**src/rtl/mm2x2_stream_loader_if.sv**
```systemverilog
// Stream and operand/product bundle between the loader, its 2x2 multiplier and the host.
// The slave modport is the loader's view; master is the host/multiplier side.
interface mm2x2_stream_loader_if #(
  parameter int DW = 16,
  parameter int RW = 32
);
  logic [DW-1:0] in_data;
  logic          in_valid;
  logic          in_ready;
  logic [DW-1:0] mm_a00, mm_a01, mm_a10, mm_a11;
  logic [DW-1:0] mm_b00, mm_b01, mm_b10, mm_b11;
  logic [RW-1:0] mm_c00, mm_c01, mm_c10, mm_c11;
  logic [RW-1:0] out_data;
  logic          out_valid;
  logic          out_ready;
  logic          out_last;

  modport slave (
    input  in_data, in_valid, out_ready,
    input  mm_c00, mm_c01, mm_c10, mm_c11,
    output in_ready, out_data, out_valid, out_last,
    output mm_a00, mm_a01, mm_a10, mm_a11,
    output mm_b00, mm_b01, mm_b10, mm_b11
  );

  modport master (
    output in_data, in_valid, out_ready,
    output mm_c00, mm_c01, mm_c10, mm_c11,
    input  in_ready, out_data, out_valid, out_last,
    input  mm_a00, mm_a01, mm_a10, mm_a11,
    input  mm_b00, mm_b01, mm_b10, mm_b11
  );
endinterface

```
**src/rtl/mm2x2_stream_loader.sv**
```systemverilog
// Serial-to-parallel operand loader and parallel-to-serial result drain for a 2x2 MAC array.
// state | meaning
// LOAD  | accepting a00..b11 into the operand registers
// WAIT  | operands held while the multiplier pipeline fills
// DRAIN | presenting c00..c11 on the result stream
module mm2x2_stream_loader #(
  parameter int LATENCY = 2,
  parameter int DW      = 16,
  parameter int RW      = 32
) (
  input  logic                  clk,
  input  logic                  rst,
  mm2x2_stream_loader_if.slave  bus,
  output logic                  busy
);

  typedef enum logic [1:0] {ST_LOAD, ST_WAIT, ST_DRAIN} state_t;

  state_t        state_q, state_d;
  logic [2:0]    load_cnt_q, load_cnt_d;
  logic [3:0]    wait_cnt_q, wait_cnt_d;
  logic [1:0]    drain_cnt_q, drain_cnt_d;
  logic [DW-1:0] a_q [4];
  logic [DW-1:0] a_d [4];
  logic [DW-1:0] b_q [4];
  logic [DW-1:0] b_d [4];
  logic [RW-1:0] res_q [4];
  logic [RW-1:0] res_d [4];
  logic          rdy, vld, last;
  logic [RW-1:0] odata;

  always_ff @(posedge clk) begin
    if (!rst) begin
      state_q     <= ST_LOAD;
      load_cnt_q  <= '0;
      wait_cnt_q  <= '0;
      drain_cnt_q <= '0;
      for (int i = 0; i < 4; i++) begin
        a_q[i]   <= '0;
        b_q[i]   <= '0;
        res_q[i] <= '0;
      end
    end else begin
      state_q     <= state_d;
      load_cnt_q  <= load_cnt_d;
      wait_cnt_q  <= wait_cnt_d;
      drain_cnt_q <= drain_cnt_d;
      a_q         <= a_d;
      b_q         <= b_d;
      res_q       <= res_d;
    end
  end

  always_comb begin
    state_d     = state_q;
    load_cnt_d  = load_cnt_q;
    wait_cnt_d  = wait_cnt_q;
    drain_cnt_d = drain_cnt_q;
    a_d         = a_q;
    b_d         = b_q;
    res_d       = res_q;
    rdy         = 1'b0;
    vld         = 1'b0;
    last        = 1'b0;
    odata       = '0;
    case (state_q)
      ST_LOAD: begin
        rdy = 1'b1;
        if (bus.in_valid) begin
          // load_cnt[2] selects A vs B, low bits the row-major element
          if (!load_cnt_q[2]) a_d[load_cnt_q[1:0]] = bus.in_data;
          else                b_d[load_cnt_q[1:0]] = bus.in_data;
          load_cnt_d = load_cnt_q + 3'd1;
          if (load_cnt_q == 3'd7) begin
            state_d    = ST_WAIT;
            wait_cnt_d = '0;
          end
        end
      end
      ST_WAIT: begin
        wait_cnt_d = wait_cnt_q + 4'd1;
        if (wait_cnt_q == 4'(LATENCY)) begin
          res_d[0]    = bus.mm_c00;
          res_d[1]    = bus.mm_c01;
          res_d[2]    = bus.mm_c10;
          res_d[3]    = bus.mm_c11;
          drain_cnt_d = '0;
          state_d     = ST_DRAIN;
        end
      end
      ST_DRAIN: begin
        vld   = 1'b1;
        odata = res_q[drain_cnt_q];
        last  = (drain_cnt_q == 2'd3);
        if (bus.out_ready) begin
          drain_cnt_d = drain_cnt_q + 2'd1;
          if (drain_cnt_q == 2'd3) state_d = ST_LOAD;
        end
      end
      default: state_d = ST_LOAD;
    endcase
  end

  assign bus.in_ready  = rdy;
  assign bus.out_valid = vld;
  assign bus.out_last  = last;
  assign bus.out_data  = odata;
  assign bus.mm_a00    = a_q[0];
  assign bus.mm_a01    = a_q[1];
  assign bus.mm_a10    = a_q[2];
  assign bus.mm_a11    = a_q[3];
  assign bus.mm_b00    = b_q[0];
  assign bus.mm_b01    = b_q[1];
  assign bus.mm_b10    = b_q[2];
  assign bus.mm_b11    = b_q[3];
  assign busy          = (state_q != ST_LOAD);

endmodule

```
**src/flat_wrapper.sv**
```systemverilog
// flat-port wrapper written by rule: the top's interface ports become plain ports
module mm2x2_stream_loader_flat 
#(
  parameter int LATENCY = 2,
  parameter int DW      = 16,
  parameter int RW      = 32
)
  (clk, rst, busy, bus_in_data, bus_in_valid, bus_out_ready, bus_mm_c00, bus_mm_c01, bus_mm_c10, bus_mm_c11, bus_in_ready, bus_out_data, bus_out_valid, bus_out_last, bus_mm_a00, bus_mm_a01, bus_mm_a10, bus_mm_a11, bus_mm_b00, bus_mm_b01, bus_mm_b10, bus_mm_b11);
  mm2x2_stream_loader_if #(.DW(DW), .RW(RW)) bus_i ();
  input  logic clk;
  input  logic rst;
  output logic busy;
  input wire logic [$bits(bus_i.in_data)-1:0] bus_in_data;
  input wire logic [$bits(bus_i.in_valid)-1:0] bus_in_valid;
  input wire logic [$bits(bus_i.out_ready)-1:0] bus_out_ready;
  input wire logic [$bits(bus_i.mm_c00)-1:0] bus_mm_c00;
  input wire logic [$bits(bus_i.mm_c01)-1:0] bus_mm_c01;
  input wire logic [$bits(bus_i.mm_c10)-1:0] bus_mm_c10;
  input wire logic [$bits(bus_i.mm_c11)-1:0] bus_mm_c11;
  output wire logic [$bits(bus_i.in_ready)-1:0] bus_in_ready;
  output wire logic [$bits(bus_i.out_data)-1:0] bus_out_data;
  output wire logic [$bits(bus_i.out_valid)-1:0] bus_out_valid;
  output wire logic [$bits(bus_i.out_last)-1:0] bus_out_last;
  output wire logic [$bits(bus_i.mm_a00)-1:0] bus_mm_a00;
  output wire logic [$bits(bus_i.mm_a01)-1:0] bus_mm_a01;
  output wire logic [$bits(bus_i.mm_a10)-1:0] bus_mm_a10;
  output wire logic [$bits(bus_i.mm_a11)-1:0] bus_mm_a11;
  output wire logic [$bits(bus_i.mm_b00)-1:0] bus_mm_b00;
  output wire logic [$bits(bus_i.mm_b01)-1:0] bus_mm_b01;
  output wire logic [$bits(bus_i.mm_b10)-1:0] bus_mm_b10;
  output wire logic [$bits(bus_i.mm_b11)-1:0] bus_mm_b11;
  assign bus_i.in_data = bus_in_data;
  assign bus_i.in_valid = bus_in_valid;
  assign bus_i.out_ready = bus_out_ready;
  assign bus_i.mm_c00 = bus_mm_c00;
  assign bus_i.mm_c01 = bus_mm_c01;
  assign bus_i.mm_c10 = bus_mm_c10;
  assign bus_i.mm_c11 = bus_mm_c11;
  assign bus_in_ready = bus_i.in_ready;
  assign bus_out_data = bus_i.out_data;
  assign bus_out_valid = bus_i.out_valid;
  assign bus_out_last = bus_i.out_last;
  assign bus_mm_a00 = bus_i.mm_a00;
  assign bus_mm_a01 = bus_i.mm_a01;
  assign bus_mm_a10 = bus_i.mm_a10;
  assign bus_mm_a11 = bus_i.mm_a11;
  assign bus_mm_b00 = bus_i.mm_b00;
  assign bus_mm_b01 = bus_i.mm_b01;
  assign bus_mm_b10 = bus_i.mm_b10;
  assign bus_mm_b11 = bus_i.mm_b11;
  mm2x2_stream_loader #(.LATENCY(LATENCY), .DW(DW), .RW(RW)) u_core (.clk(clk), .rst(rst), .bus(bus_i), .busy(busy));
endmodule
```
**config.mk**
```make
export PLATFORM = sky130hd
export DESIGN_NAME = mm2x2_stream_loader_flat
export DESIGN_NICKNAME = d
export VERILOG_FILES = /design/src/rtl/mm2x2_stream_loader_if.sv /design/src/rtl/mm2x2_stream_loader.sv /design/src/flat_wrapper.sv
export SDC_FILE = /design/constraint.sdc
export NUM_CORES = 1
export LEC_CHECK = 0
export BUFFER_PORTS_ARGS = -buffer_cell sky130_fd_sc_hd__buf_2
export CAP_MARGIN = 40
export CORE_MARGIN = 2
export CORE_UTILIZATION = 45
export DETAILED_ROUTE_END_ITERATION = 10
export GPL_TIMING_DRIVEN = 0
export PLACE_DENSITY = 0.7
export SLEW_MARGIN = 20
export SYNTH_ARGS = -nofsm -noshare
export SYNTH_HDL_FRONTEND = slang
export SYNTH_SLANG_ARGS = --single-unit
```
**constraint.sdc**
```tcl
create_clock -name clk -period 2.44 [get_ports clk]
set_clock_uncertainty 0.1 [all_clocks]
set_input_delay 0.732 -clock clk [delete_from_list [all_inputs] [get_ports clk]]
set_output_delay 0.732 -clock clk [all_outputs]
set_load 0.005 [all_outputs]
```
# Word level (Yosys, flattened, before mapping)
# Index checks and enable logic that the tools add are counted.
dict set report word_totals {
  reg_bits 267
  out_inout_bits 164
  inputBits 148
  wordCells 70
}
dict set report classes {
  order_cmp 3
  addsub 3
  mux 23
  n_eq_ne 10
  reduce_logical 12
  bitwise 3
}
# operator count
set ops {}
lappend ops {{64-bit bitwise mux} 2}
lappend ops {{32-bit 2-to-1 mux} 3}
lappend ops {{32-bit binary-select mux with 2-bit select} 1}
lappend ops {{16-bit demux with 2-bit select} 1}
lappend ops {{16-bit 2-to-1 mux} 1}
lappend ops {{2-bit 2-to-1 mux} 7}
lappend ops {{3-bit AND reduction} 4}
lappend ops {{4-bit 2-to-1 mux} 2}
lappend ops {{4-bit one-hot mux with 2 select lines} 1}
lappend ops {{3-bit >= comparator (second input constant)} 2}
lappend ops {{2-bit by 1-bit != test with 1-bit output (second input constant)} 3}
lappend ops {{2-bit NOT with 3-bit output} 2}
lappend ops {{2-bit one-hot mux with 3 select lines} 1}
lappend ops {{2-bit nonzero test} 3}
lappend ops {{5-bit AND reduction} 1}
lappend ops {{4-bit by 1-bit adder with 4-bit output (second input constant)} 1}
lappend ops {{2-bit equality test (second input constant)} 2}
lappend ops {{4-bit by 2-bit equality test with 1-bit output (second input constant)} 1}
lappend ops {{2-bit != test (second input constant)} 2}
lappend ops {{2-bit one-hot mux with 2 select lines} 1}
lappend ops {{2-bit AND reduction} 2}
lappend ops {{3-bit by 1-bit adder with 3-bit output (second input constant)} 1}
lappend ops {{3-bit equality test (second input constant)} 1}
lappend ops {{3-bit by 1-bit less-than comparator with 1-bit output (second input constant)} 1}
lappend ops {{6 further kinds} 8}

# Longest topological paths before layout
# Gate-level depths: netlist (run 1).
dict set report depth {
  word_depth 6
  depth_mapped 8
  depth_no_buf 5
}

# Least setup slack after synthesis (run 1)
# No wires, ideal clock.
dict set report synth_path {
  kind {flip-flop to output port}
  start {register u_core.drain_cnt_q[0]}
  end {output bus_out_data[10]}
  arrival_ns 1.490
  n_path_buf 2
  stages_incl_launch_ff 5
  slack_ns 0.118
  required_time_ns 1.608
  cell_sequence {dfxtp_1 buf_2 buf_2 mux4_2 and2_1}
}
dict set report synth_via {
  elab_chain_cells 5
}
# item line
set synth_rtl {}
lappend synth_rtl {{from (decl)} mm2x2_stream_loader.sv:22} ;# logic [1:0] drain_cnt_q, drain_cnt_d;
lappend synth_rtl {{from (signal assigned)} mm2x2_stream_loader.sv:47} ;# drain_cnt_q <= drain_cnt_d;
lappend synth_rtl {{2-bit NOT with 3-bit output (implied by the code)} mm2x2_stream_loader.sv:93} ;# odata = res_q[drain_cnt_q];
lappend synth_rtl {{32-bit binary-select mux with 2-bit select} mm2x2_stream_loader.sv:93}
lappend synth_rtl {{32-bit 2-to-1 mux (implied by the code) (2 in a row)} mm2x2_stream_loader.sv:93}
lappend synth_rtl {{32-bit 2-to-1 mux} mm2x2_stream_loader.sv:66} ;# case (state_q)
lappend synth_rtl {{to (decl)} flat_wrapper.sv:21} ;# output wire logic [$bits(bus_i.out_data)-1:0] bus_out_data;
# No other way between the ends. The select of a mux whose other input is x is not followed.

# Final worst setup path (run 1)
dict set report layout_path {
  start {register u_core.drain_cnt_q[0]}
  end {output bus_out_data[22]}
}
# The elaborated chain is that of the path after synthesis.

==> impl_metrics.prom, run 1 <==
# TYPE chip_impl_metric gauge
chip_impl_info{name="run_status",value="finished with violations"} 1
chip_impl_info{name="failed_checks",value="setup timing"} 1
chip_impl_metric{name="yosys_top_cell_area_share",unit="%"} 47.3
chip_impl_metric{name="report.final.setup_viol",unit=""} 32
chip_impl_info{name="clock-root-buffer",value="sky130_fd_sc_hd__clkbuf_16"} 1
chip_impl_metric{name="std_cell_rows",unit=""} 58
chip_impl_metric{name="number_of_nets_produced_by_synthesis",unit=""} 1294
chip_impl_info{name="worstSetupStartpointType",value="register"} 1
chip_impl_metric{name="detail-route-antenna-nets",unit=""} 0
chip_impl_metric{name="postRouteWirelength",unit="um"} 35000
chip_impl_metric{name="post-place-ws",unit="ns"} -0.462
chip_impl_metric{name="grt.total_usage",unit="%"} 26.1
chip_impl_metric{name="hold_viol_final",unit=""} 0
chip_impl_info{name="crit_path_end_kind",value="output port"} 1
chip_impl_metric{name="area_growth_syn_to_layout",unit="%"} 30.0
chip_impl_metric{name="detailed_place_hpwl",unit="um"} 26000
chip_impl_metric{name="final_critical_path_setup_slack",unit="ns"} -0.361
chip_impl_metric{name="number_of_i_o_pins",unit=""} 312
chip_impl_metric{name="synth_cells",unit=""} 1138
chip_impl_metric{name="timing.hold.ws",unit="ns"} 0.338
chip_impl_metric{name="timing_worst_slew_pin_value",unit="ns"} 0.845
chip_impl_metric{name="vdd_drop_max",unit="V"} 0.000521
chip_impl_info{name="holdCritPathClass",value="in -> reg"} 1
chip_impl_metric{name="yosys.cell_types.count",unit=""} 33
chip_impl_metric{name="total_cts_buffers",unit=""} 28
chip_impl_info{name="critPathKind",value="reg -> out"} 1
chip_impl_metric{name="post_synth_edffs",unit=""} 0
chip_impl_info{name="whs_endpoint",value="u_core.res_q[22]$_SDFFE_PN0P_"} 1
chip_impl_metric{name="worst_skew_pair.late_latency",unit="ns"} 0.54
chip_impl_metric{name="clk_pin_slew_worst_paths",unit="ns"} 0.06
chip_impl_metric{name="slew_violations",unit=""} 0
chip_impl_metric{name="relative_slew_slack",unit="%"} 43.7
chip_impl_info{name="critical_path.reg2reg.startpoint",value="u_core.wait_cnt_q[1]$_SDFFE_PN0P_"} 1
chip_impl_metric{name="synth_sequential_area_ratio",unit="%"} 47.3
chip_impl_metric{name="power_leakage",unit="nW"} 6.43
chip_impl_metric{name="placedInstanceArea",unit="um^2"} 13300
chip_impl_metric{name="cell_area_synth",unit="um^2"} 11300
chip_impl_metric{name="grt_max_degree",unit=""} 14
chip_impl_metric{name="power_density",unit="nW/um^2"} 657
chip_impl_metric{name="clock.fmax",unit="GHz"} 0.357
chip_impl_info{name="timing.rr.end",value="u_core.res_q[77]$_SDFFE_PN0P_"} 1
chip_impl_metric{name="instances_no_fill",unit=""} 1835
chip_impl_metric{name="drt_drc_violations_left",unit=""} 0
chip_impl_metric{name="fill_cells",unit=""} 2141
chip_impl_metric{name="antenna_violations_before_repair",unit=""} 2
chip_impl_info{name="yosys_most_used_dff",value="sky130_fd_sc_hd__dfxtp_1"} 1
chip_impl_metric{name="core_area",unit="um^2"} 24900
chip_impl_metric{name="final_period_utilization",unit="%"} 115
chip_impl_metric{name="cts_htree_levels",unit=""} 1
chip_impl_metric{name="r2r_setup_slack",unit="ns"} 0.37
chip_impl_metric{name="place_inst",unit=""} 1778
chip_impl_metric{name="drt-vias-per-instance",unit=""} 5.08
chip_impl_metric{name="floorplan_die_area",unit="um^2"} 26400
chip_impl_metric{name="drtPass1Iterations",unit=""} 5
chip_impl_metric{name="max_cap_viol_count",unit=""} 0
chip_impl_metric{name="grt_first_pass_wirelength",unit="um"} 53800
chip_impl_metric{name="critical_path.max_fanout",unit=""} 6
chip_impl_metric{name="buffers_added_on_ports",unit=""} 310
chip_impl_metric{name="die_x",unit="um"} 163
chip_impl_metric{name="layout.area.seq",unit="um^2"} 5350
chip_impl_metric{name="total_power",unit="mW"} 9.65
chip_impl_metric{name="holdBufCountCts",unit=""} 0
chip_impl_metric{name="dieHeight",unit="um"} 163
chip_impl_metric{name="start_util",unit="%"} 45.4
chip_impl_metric{name="multi_input_area",unit="um^2"} 5520
chip_impl_metric{name="routedWlPerCell",unit="um"} 19.1
chip_impl_metric{name="cts.sinks",unit=""} 267
chip_impl_info{name="unrepaired_setup_endpoints_after_global_routing",value="true"} 1
chip_impl_metric{name="post_synth.cell_area_avg",unit="um^2"} 9.94
chip_impl_metric{name="cts.path.max_buffers",unit=""} 3
chip_impl_info{name="synth.area.top_cells",value="sky130_fd_sc_hd__dfxtp_1 47%, sky130_fd_sc_hd__mux2i_1 23%, sky130_fd_sc_hd__nand2_1 13%, sky130_fd_sc_hd__mux4_2 6.4%, sky130_fd_sc_hd__and2_1 1.9%"} 1
chip_impl_metric{name="synth-seq-cells",unit=""} 267
chip_impl_metric{name="number_of_global_route_vias_before_repair",unit=""} 9732
chip_impl_metric{name="timing.critical_path.required",unit="ns"} 1.61
chip_impl_info{name="tritoncts",value="built"} 1
chip_impl_metric{name="holdPathStages",unit=""} 3
chip_impl_metric{name="post_route_cells_drive_above_1_share",unit="%"} 31.3
chip_impl_info{name="most_frequent_cells_after_synthesis",value="404 x sky130_fd_sc_hd__nand2_1, 267 x sky130_fd_sc_hd__dfxtp_1, 258 x sky130_fd_sc_hd__mux2i_1, 51 x sky130_fd_sc_hd__clkbuf_1, 35 x sky130_fd_sc_hd__and2_1"} 1
chip_impl_metric{name="critPathArrivalTime",unit="ns"} 1.97
chip_impl_metric{name="globalplace.congestion",unit=""} 0.830
chip_impl_metric{name="routed-via-count",unit=""} 9329
chip_impl_metric{name="rr_worst_depth",unit=""} 7
chip_impl_metric{name="synth-warning-count",unit=""} 0
chip_impl_info{name="post-synth-top-count-cell",value="sky130_fd_sc_hd__nand2_1"} 1
chip_impl_metric{name="ffs_w_async_s_r_synth",unit="%"} 0
chip_impl_info{name="synth_largest_area_cell",value="sky130_fd_sc_hd__dfxtp_1"} 1
chip_impl_metric{name="min_period",unit="ns"} 2.80
chip_impl_metric{name="final_design_area_no_fill",unit="um^2"} 14700
chip_impl_info{name="worst_hold_startpoint",value="bus_mm_c11[22]"} 1
chip_impl_metric{name="global_route.overflow_total",unit=""} 0
chip_impl_metric{name="finalNetCount",unit=""} 1639
chip_impl_metric{name="drtIter0Drc",unit=""} 467
[layout make-up]
| cell class | instances | share of cell area (%) |
|---|---|---|
| clock buffers | 38 | 5.51 |
| well taps | 330 | 2.81 |
| repair buffers | 315 | 12.1 |
| flip-flops and latches | 267 | 36.4 |
| inverters | 4 | 0.102 |
| clock inverters | 13 | 1.29 |
| multi-input cells | 780 | 37.5 |
| plain buffers | 87 | 4.15 |
| diodes | 1 | 0.0170 |
[where the power goes]
| group | leakage, nW | internal (mW) | switching [mW] |
|---|---|---|---|
| Combinational | 3.77 | 0.220 | 0.372 |
| Sequential | 2.16 | 4.41 | 0.0272 |
| Clock | 0.500 | 2.84 | 1.79 |
[worst max path at each step]
| stage | from | endpoint | slack [ns] | cells past startpoint |
|---|---|---|---|---|
| floorplan | u_core.drain_cnt_q[0]$_SDFFE_PN0P_ | bus_out_data[10] | 0.12 | 4 |
| global placement | rst | u_core.bus.mm_b11[12]$_SDFFE_PN0P_ | -0.39 | 5 |
| detailed placement | rst | u_core.res_q[96]$_SDFFE_PN0P_ | -0.46 | 5 |
| CTS | u_core.drain_cnt_q[0]$_SDFFE_PN0P_ | bus_out_data[4] | -0.38 | 5 |
| global route | u_core.drain_cnt_q[0]$_SDFFE_PN0P_ | bus_out_data[23] | -0.41 | 5 |
| finish | u_core.drain_cnt_q[0]$_SDFFE_PN0P_ | bus_out_data[22] | -0.36 | 5 |
[state kept, by name, summed over array words and instances, names as in the netlist]
register and flops:
u_core.bus.mm_a10 16, u_core.bus.mm_b01 16, u_core.drain_cnt_q 2, u_core.bus.mm_a11 16
u_core.load_cnt_q 3, u_core.bus.mm_b11 16, u_core.res_q 128, u_core.wait_cnt_q 4
u_core.bus.mm_b00 16, u_core.state_q 2, u_core.bus.mm_a00 16, u_core.bus.mm_b10 16
u_core.bus.mm_a01 16
[layout by cell type, fill, tap and decap left out, types with 5 or more instances in the layout]
cell,n
sky130_fd_sc_hd__a21oi_1,5
sky130_fd_sc_hd__clkinv_2,8
sky130_fd_sc_hd__buf_12,5
sky130_fd_sc_hd__dfxtp_1,264
sky130_fd_sc_hd__buf_6,24
sky130_fd_sc_hd__clkbuf_1,49
sky130_fd_sc_hd__buf_4,10
sky130_fd_sc_hd__buf_8,14
sky130_fd_sc_hd__buf_2,298
sky130_fd_sc_hd__ha_1,8
sky130_fd_sc_hd__bufinv_16,5
sky130_fd_sc_hd__and2_1,12
sky130_fd_sc_hd__clkbuf_8,5
sky130_fd_sc_hd__mux2i_1,258
sky130_fd_sc_hd__mux4_2,32
sky130_fd_sc_hd__and2_4,23
sky130_fd_sc_hd__clkbuf_16,30
sky130_fd_sc_hd__nand2_1,404
[layer usage]
metal	vias up	wire (um)	global-route usage, %	share of wire, %
met5	-	13	0	0.037
met4	2	1080	7.76	3.1
met3	68	2900	7.59	8.3
met2	345	16900	46.1	48
met1	4435	14200	30.8	40
li1	4479	-	-	-
[kinds of logic after synthesis]
kind of cell | Yosys count | share of synthesized area, %
muxes | 290 | 29.2
and+or+nand+nor | 467 | 17.3
buffers and inverters | 91 | 4.50
AOI/OAI and AO/OA | 14 | 0.730
xor gates and xnor gates | 1 | 0.0775
adders and majority gates | 8 | 0.885
DFF | 267 | 47.3
[critical path, cell delays in order (launching register included)]
cell                      delay (ns)
sky130_fd_sc_hd__dfxtp_2        0.35
sky130_fd_sc_hd__buf_12         0.16
sky130_fd_sc_hd__buf_12         0.14
sky130_fd_sc_hd__mux4_2         0.50
sky130_fd_sc_hd__and2_4         0.18
sky130_fd_sc_hd__buf_6          0.11
[stage by stage]
| stage | utilization, % | setup TNS [ns] |
|---|---|---|
| after detailed placement | 53.3 | -49.74 |
| after global routing | 59.0 | -12.05 |
| after floorplan | - | 0 |
| after global placement | 53.3 | -40.18 |
| after CTS | 58.5 | -11.00 |
| final | 59.0 | -10.27 |
[timing repair]
item	4_1_cts	5_1_grt
setup endpoints to repair	35	37
gates cloned	1	1
resized for setup	69	28
buffers inserted	3	0
pin swaps	7	16
Power figures use the tool's default switching activity.
==> run 2, diff against run 1 <==
clock period = 3.5 ns   (was 2.44 ns; I/O delays follow)
==> impl_metrics.prom, run 2 (synthesis gave the netlist of run 1 again) <==
# TYPE chip_impl_metric gauge
chip_impl_info{name="run_status",value="finished clean"} 1
chip_impl_metric{name="global_route.overflow_total",unit=""} 0
chip_impl_metric{name="total_power",unit="mW"} 6.73
chip_impl_metric{name="routed-via-count",unit=""} 9288
chip_impl_metric{name="hold_viol_final",unit=""} 0
chip_impl_info{name="path_cells",value="clkbuf_4 -> buf_4 -> mux4_2 -> and2_1 -> buf_2"} 1
chip_impl_info{name="worst_hold_startpoint",value="u_core.bus.mm_b00[2]$_SDFFE_PN0P_"} 1
chip_impl_metric{name="antenna_violations_before_repair",unit=""} 2
chip_impl_metric{name="routedWlPerCell",unit="um"} 19.0
chip_impl_metric{name="netSwitchingFraction",unit="%"} 22.6
chip_impl_metric{name="drtPass1Iterations",unit=""} 5
chip_impl_info{name="worst_path_max_delay_cell",value="sky130_fd_sc_hd__mux4_2"} 1
chip_impl_metric{name="buffers_added_on_ports",unit=""} 310
chip_impl_metric{name="slew_violations",unit=""} 0
chip_impl_metric{name="power_frac_seq",unit="%"} 46.0
chip_impl_metric{name="layout.area.seq",unit="um^2"} 5350
chip_impl_metric{name="placedInstanceArea",unit="um^2"} 13300
chip_impl_metric{name="area_growth_syn_to_layout",unit="%"} 26.5
chip_impl_metric{name="fin_setup_tns",unit="ns"} 0
chip_impl_metric{name="vdd_drop_max",unit="V"} 0.000363
chip_impl_info{name="critical-path-top-delay-family",value="buffers and inverters"} 1
chip_impl_metric{name="detail-route-antenna-nets",unit=""} 0
chip_impl_metric{name="dieHeight",unit="um"} 163
chip_impl_metric{name="power.net_switching",unit="mW"} 1.52
chip_impl_metric{name="floorplan_die_area",unit="um^2"} 26400
chip_impl_metric{name="combPwrFrac",unit="%"} 6.1
chip_impl_info{name="holdCritPathClass",value="reg -> reg"} 1
chip_impl_metric{name="critPathArrivalTime",unit="ns"} 2.24
chip_impl_info{name="critPathKind",value="reg -> out"} 1
chip_impl_metric{name="timing.hold.ws",unit="ns"} 0.357
chip_impl_metric{name="worst-path-buf-inv",unit=""} 3
chip_impl_metric{name="grt_first_pass_wirelength",unit="um"} 53500
chip_impl_metric{name="holdPathStages",unit=""} 2
chip_impl_metric{name="max_reg_flops",unit=""} 128
chip_impl_metric{name="timing.critical_path.required",unit="ns"} 2.35
chip_impl_metric{name="worst_skew_pair.late_latency",unit="ns"} 0.54
chip_impl_metric{name="power_leakage",unit="nW"} 6.32
chip_impl_metric{name="drt-vias-per-instance",unit=""} 5.08
chip_impl_metric{name="finalNetCount",unit=""} 1634
chip_impl_metric{name="rr_worst_depth",unit=""} 7
chip_impl_metric{name="die_x",unit="um"} 163
chip_impl_info{name="clock-root-buffer",value="sky130_fd_sc_hd__clkbuf_16"} 1
chip_impl_metric{name="final_period_utilization",unit="%"} 96.9
chip_impl_metric{name="total_cts_buffers",unit=""} 28
chip_impl_info{name="tritoncts",value="built"} 1
chip_impl_metric{name="power_density",unit="nW/um^2"} 471
chip_impl_metric{name="core_area",unit="um^2"} 24900
chip_impl_metric{name="r2r_setup_slack",unit="ns"} 1.43
chip_impl_metric{name="grt_max_degree",unit=""} 14
chip_impl_metric{name="min_period",unit="ns"} 3.39
chip_impl_metric{name="place_inst",unit=""} 1778
chip_impl_metric{name="clock.fmax",unit="GHz"} 0.295
chip_impl_metric{name="max_cap_viol_count",unit=""} 0
chip_impl_info{name="critical_path.reg2reg.startpoint",value="u_core.wait_cnt_q[1]$_SDFFE_PN0P_"} 1
chip_impl_metric{name="post_cts.resized_instances",unit=""} 7
chip_impl_info{name="unrepaired_setup_endpoints_after_global_routing",value="false"} 1
chip_impl_metric{name="detailed_place_hpwl",unit="um"} 26000
chip_impl_info{name="whs_endpoint",value="u_core.bus.mm_b00[2]$_SDFFE_PN0P_"} 1
chip_impl_metric{name="std_cell_rows",unit=""} 58
chip_impl_metric{name="clk_pin_slew_worst_paths",unit="ns"} 0.06
chip_impl_metric{name="holdBufCountCts",unit=""} 0
chip_impl_metric{name="crit_path_max_incr_delay",unit="ns"} 0.51
chip_impl_metric{name="cts.path.max_buffers",unit=""} 3
chip_impl_metric{name="fill_cells",unit=""} 2208
chip_impl_metric{name="cts_htree_levels",unit=""} 1
chip_impl_info{name="layout.cells.most_common_list",value="404 x sky130_fd_sc_hd__nand2_1, 321 x sky130_fd_sc_hd__buf_2, 267 x sky130_fd_sc_hd__dfxtp_1, 258 x sky130_fd_sc_hd__mux2i_1, 51 x sky130_fd_sc_hd__clkbuf_1"} 1
chip_impl_metric{name="timing_worst_slew_pin_value",unit="ns"} 0.855
chip_impl_metric{name="cts_setup_buffers",unit=""} 0
chip_impl_metric{name="number_of_i_o_pins",unit=""} 312
chip_impl_metric{name="internal_power",unit="mW"} 5.21
chip_impl_metric{name="drtIter0Drc",unit=""} 432
chip_impl_metric{name="globalplace.congestion",unit=""} 0.830
chip_impl_info{name="registers.top_by_ff_count",value="u_core.res_q"} 1
chip_impl_metric{name="report.final.setup_viol",unit=""} 0
chip_impl_metric{name="power_frac_clock",unit="%"} 47.9
chip_impl_metric{name="instances_no_fill",unit=""} 1830
chip_impl_metric{name="final_design_area_no_fill",unit="um^2"} 14300
chip_impl_metric{name="start_util",unit="%"} 45.4
chip_impl_metric{name="postRouteWirelength",unit="um"} 34700
chip_impl_metric{name="number_of_global_route_vias_before_repair",unit=""} 9747
chip_impl_info{name="layout_commonest_cell",value="sky130_fd_sc_hd__nand2_1"} 1
chip_impl_metric{name="drt_drc_violations_left",unit=""} 0
chip_impl_metric{name="grt.total_usage",unit="%"} 26.0
chip_impl_metric{name="cts.sinks",unit=""} 267
chip_impl_info{name="worstSetupStartpointType",value="register"} 1
chip_impl_metric{name="post_route_cells_drive_above_1_share",unit="%"} 29.1
chip_impl_metric{name="relative_slew_slack",unit="%"} 43.0
chip_impl_metric{name="critical_path.max_fanout",unit=""} 10
chip_impl_metric{name="multi_input_area",unit="um^2"} 5450
chip_impl_info{name="crit_path_end_kind",value="output port"} 1
chip_impl_info{name="timing.rr.end",value="u_core.res_q[77]$_SDFFE_PN0P_"} 1
-- run 2: cell types whose count changed in the layout (fill, tap and decap cells not counted), sizes merged --
cell	delta
buf	-8
clkbuf	+3
-- run 2: power by group through the flow --
stage	Sequential, mW	Combinational (mW)	Clock, mW
final	3.09	0.411	3.23
after global routing	3.10	0.450	3.39
after CTS	3.09	0.416	3.27
after detailed placement	3.16	0.413	0
after global placement	3.16	0.409	0
after floorplan	3.16	0.188	0
-- run 2: cell type report --
cell class / instances / share of cell area (%)
Antenna cell: 1 / 0.0175
Buffer: 87 / 3.65
Clock buffer: 38 / 5.66
Clock inverter: 13 / 1.33
Inverter: 4 / 0.105
Multi-Input combinational cell: 780 / 38.1
Sequential cell: 267 / 37.4
Tap cell: 330 / 2.89
Timing Repair Buffer: 310 / 10.8
-- run 2: routing by layer --
metal	track usage, %	vias up	share of wire [%]
met5	0	-	0.037
met4	8.93	2	3.3
met3	7.64	74	8.4
met2	45.2	334	47
met1	30.6	4408	41
li1	-	4470	-
-- run 2: worst max path at each step --
stage | startpoint | to | slack [ns] | cells past startpoint
4_1_cts | u_core.drain_cnt_q[1]$_SDFFE_PN0P_ | bus_out_data[24] | 0.01 | 6
3_3_place_gp | rst | u_core.bus.mm_b11[12]$_SDFFE_PN0P_ | 0.35 | 5
6_report | u_core.drain_cnt_q[0]$_SDFFE_PN0P_ | bus_out_data[24] | 0.11 | 5
5_1_grt | u_core.drain_cnt_q[0]$_SDFFE_PN0P_ | bus_out_data[11] | 0.04 | 5
2_1_floorplan | u_core.drain_cnt_q[0]$_SDFFE_PN0P_ | bus_out_data[10] | 0.86 | 4
3_5_place_dp | rst | u_core.res_q[96]$_SDFFE_PN0P_ | 0.28 | 5
-- run 2: per-stage QoR --
step	util [%]	worst slack (ns)
2_1_floorplan	-	0.860
3_3_place_gp	53.3	0.355
3_5_place_dp	53.3	0.280
4_1_cts	57.4	0.0138
5_1_grt	57.5	0.0404
6_report	57.5	0.109
-- run 2: worst min-delay path, cell delays in order (launching register included) --
cell and delay, ns:
sky130_fd_sc_hd__dfxtp_1 0.31, sky130_fd_sc_hd__nand2_1 0.05, sky130_fd_sc_hd__mux2i_1 0.05
==> run 3, diff against run 2 <==
BUFFER_PORTS_ARGS = default   (was -buffer_cell sky130_fd_sc_hd__buf_2)
DONT_BUFFER_PORTS = 1   (was default)
PLACE_DENSITY = default   (was 0.7)
==> impl_metrics.prom, run 3 (synthesis gave the netlist of run 1 again) <==
# TYPE chip_impl_metric gauge
chip_impl_info{name="run_status",value="finished clean"} 1
chip_impl_metric{name="worst_skew_pair.late_latency",unit="ns"} 0.54
chip_impl_metric{name="finalNetCount",unit=""} 1325
chip_impl_metric{name="holdBufCountCts",unit=""} 0
chip_impl_metric{name="post_route_cells_drive_above_1_share",unit="%"} 10.1
chip_impl_info{name="crit_path_end_kind",value="output port"} 1
chip_impl_info{name="holdCritPathClass",value="reg -> reg"} 1
chip_impl_metric{name="min_period",unit="ns"} 3.36
chip_impl_metric{name="max_reg_flops",unit=""} 128
chip_impl_metric{name="die_x",unit="um"} 163
chip_impl_metric{name="final_design_area_no_fill",unit="um^2"} 12600
chip_impl_metric{name="timing.critical_path.required",unit="ns"} 2.35
chip_impl_metric{name="detailed_place_hpwl",unit="um"} 24500
chip_impl_metric{name="global_route.overflow_total",unit=""} 0
chip_impl_metric{name="cts_setup_buffers",unit=""} 0
chip_impl_metric{name="core_area",unit="um^2"} 24900
chip_impl_metric{name="drt-vias-per-instance",unit=""} 5.21
chip_impl_metric{name="cts_htree_levels",unit=""} 1
chip_impl_metric{name="grt.total_usage",unit="%"} 24.0
chip_impl_metric{name="grt_max_degree",unit=""} 14
chip_impl_metric{name="critical_path.max_fanout",unit=""} 10
chip_impl_metric{name="floorplan_die_area",unit="um^2"} 26400
chip_impl_metric{name="routed-via-count",unit=""} 7908
chip_impl_metric{name="antenna_violations_before_repair",unit=""} 3
chip_impl_metric{name="instances_no_fill",unit=""} 1517
chip_impl_metric{name="timing_worst_slew_pin_value",unit="ns"} 0.805
chip_impl_metric{name="critPathArrivalTime",unit="ns"} 2.21
chip_impl_metric{name="drt_drc_violations_left",unit=""} 0
chip_impl_metric{name="number_of_global_route_vias_before_repair",unit=""} 8007
chip_impl_metric{name="post-place-ws",unit="ns"} 0.295
chip_impl_metric{name="slew_violations",unit=""} 0
chip_impl_info{name="critPathKind",value="reg -> out"} 1
chip_impl_metric{name="report.final.setup_viol",unit=""} 0
chip_impl_metric{name="final_critical_path_setup_slack",unit="ns"} 0.142
chip_impl_metric{name="std_cell_rows",unit=""} 58
chip_impl_metric{name="detail-route-antenna-nets",unit=""} 0
chip_impl_metric{name="postRouteWirelength",unit="um"} 32500
chip_impl_info{name="layout_commonest_cell",value="sky130_fd_sc_hd__nand2_1"} 1
chip_impl_info{name="worstSetupStartpointType",value="register"} 1
chip_impl_metric{name="grt_first_pass_wirelength",unit="um"} 48400
chip_impl_metric{name="dieHeight",unit="um"} 163
chip_impl_metric{name="max_cap_viol_count",unit=""} 0
chip_impl_metric{name="clock.fmax",unit="GHz"} 0.298
chip_impl_metric{name="final_period_utilization",unit="%"} 96.0
chip_impl_metric{name="power_density",unit="nW/um^2"} 499
chip_impl_metric{name="vdd_drop_max",unit="V"} 0.000311
chip_impl_metric{name="number_of_i_o_pins",unit=""} 312
chip_impl_metric{name="area_growth_syn_to_layout",unit="%"} 11.7
chip_impl_metric{name="power_leakage",unit="nW"} 4.77
chip_impl_info{name="tritoncts",value="built"} 1
chip_impl_metric{name="placedInstanceArea",unit="um^2"} 11700
chip_impl_info{name="clock-root-buffer",value="sky130_fd_sc_hd__clkbuf_16"} 1
chip_impl_metric{name="total_cts_buffers",unit=""} 29
chip_impl_info{name="layout.cells.most_common_list",value="404 x sky130_fd_sc_hd__nand2_1, 267 x sky130_fd_sc_hd__dfxtp_1, 258 x sky130_fd_sc_hd__mux2i_1, 53 x sky130_fd_sc_hd__clkbuf_1, 35 x sky130_fd_sc_hd__and2_1"} 1
chip_impl_metric{name="drtIter0Drc",unit=""} 329
chip_impl_metric{name="hold_viol_final",unit=""} 0
chip_impl_metric{name="drtPass1Iterations",unit=""} 4
chip_impl_metric{name="relative_slew_slack",unit="%"} 46.3
chip_impl_metric{name="place_inst",unit=""} 1468
chip_impl_metric{name="cts.path.max_buffers",unit=""} 3
chip_impl_info{name="registers.top_by_ff_count",value="u_core.res_q"} 1
chip_impl_metric{name="buffers_added_on_ports",unit=""} 0
chip_impl_metric{name="cts.sinks",unit=""} 267
chip_impl_metric{name="routedWlPerCell",unit="um"} 21.4
chip_impl_metric{name="clk_pin_slew_worst_paths",unit="ns"} 0.06
chip_impl_metric{name="globalplace.congestion",unit=""} 0.808
chip_impl_metric{name="finish.utilization",unit="%"} 50.8
chip_impl_metric{name="start_util",unit="%"} 45.4
chip_impl_metric{name="timing.hold.ws",unit="ns"} 0.355
==> run 3: cell types whose count changed in the layout (fill, tap and decap cells not counted), sizes merged <==
cell	change
clkinv	-3
diode	+1
clkbuf	+3
clkinvlp	+2
bufinv	-4
buf	-312
==> run 3: final timing paths <==
path / from / to / slack (ns) / depth (start not counted)
worst max-delay path: u_core.drain_cnt_q[1]$_SDFFE_PN0P_ / bus_out_data[17] / 0.14 / 4
worst min-delay path: u_core.res_q[54]$_SDFFE_PN0P_ / u_core.res_q[54]$_SDFFE_PN0P_ / 0.36 / 2
worst max register to register: u_core.wait_cnt_q[0]$_SDFFE_PN0P_ / u_core.res_q[112]$_SDFFE_PN0P_ / 1.41 / 8
worst min register to register: u_core.res_q[54]$_SDFFE_PN0P_ / u_core.res_q[54]$_SDFFE_PN0P_ / 0.36 / 2
==> run 3: worst max-delay path: stages (launching register included) <==
cell and delay [ns]:
sky130_fd_sc_hd__dfxtp_1 0.33, sky130_fd_sc_hd__buf_2 0.22, sky130_fd_sc_hd__clkbuf_1 0.52, sky130_fd_sc_hd__mux4_2 0.40
sky130_fd_sc_hd__and2_1 0.19
==> run 3: cell type report <==
type | count | area [um^2]
fill | 2339 | 12300
multi-input combinational | 780 | 5450
sequential | 267 | 5350
clock buffer | 39 | 823
buffer | 87 | 509
tap | 330 | 413
clock inverter | 8 | 70.1
inverter | 4 | 15.0
antenna | 2 | 5.00
==> run 3: power by group <==
part | internal, mW | switching (mW) | total [mW]
registers | 3.07 | 0.0350 | 3.11
clock network | 1.70 | 1.22 | 2.91
logic | 0.0771 | 0.199 | 0.276
==> run 3: timing repair <==
item,4_1_cts,5_1_grt
gates cloned,0,0
endpoints found under the setup margin,1,26
gates resized for setup,1,8
==> run 3: stage by stage <==
stage | total power [mW] | setup TNS [ns]
after global routing | 6.52 | -0.00688
after CTS | 6.37 | 0
after floorplan | 3.35 | 0
final | 6.30 | 0
after global placement | 3.45 | 0
after detailed placement | 3.46 | 0
==> run 3: metal layers <==
| layer | share of wire [%] | GRT usage [%] | wire length [um] |
|---|---|---|---|
| met1 | 40 | 29.1 | 13100 |
| met3 | 9.8 | 8.20 | 3190 |
| met2 | 47 | 40.9 | 15400 |
| met4 | 2.5 | 6.23 | 825 |
| met5 | 0.040 | 0 | 13 |
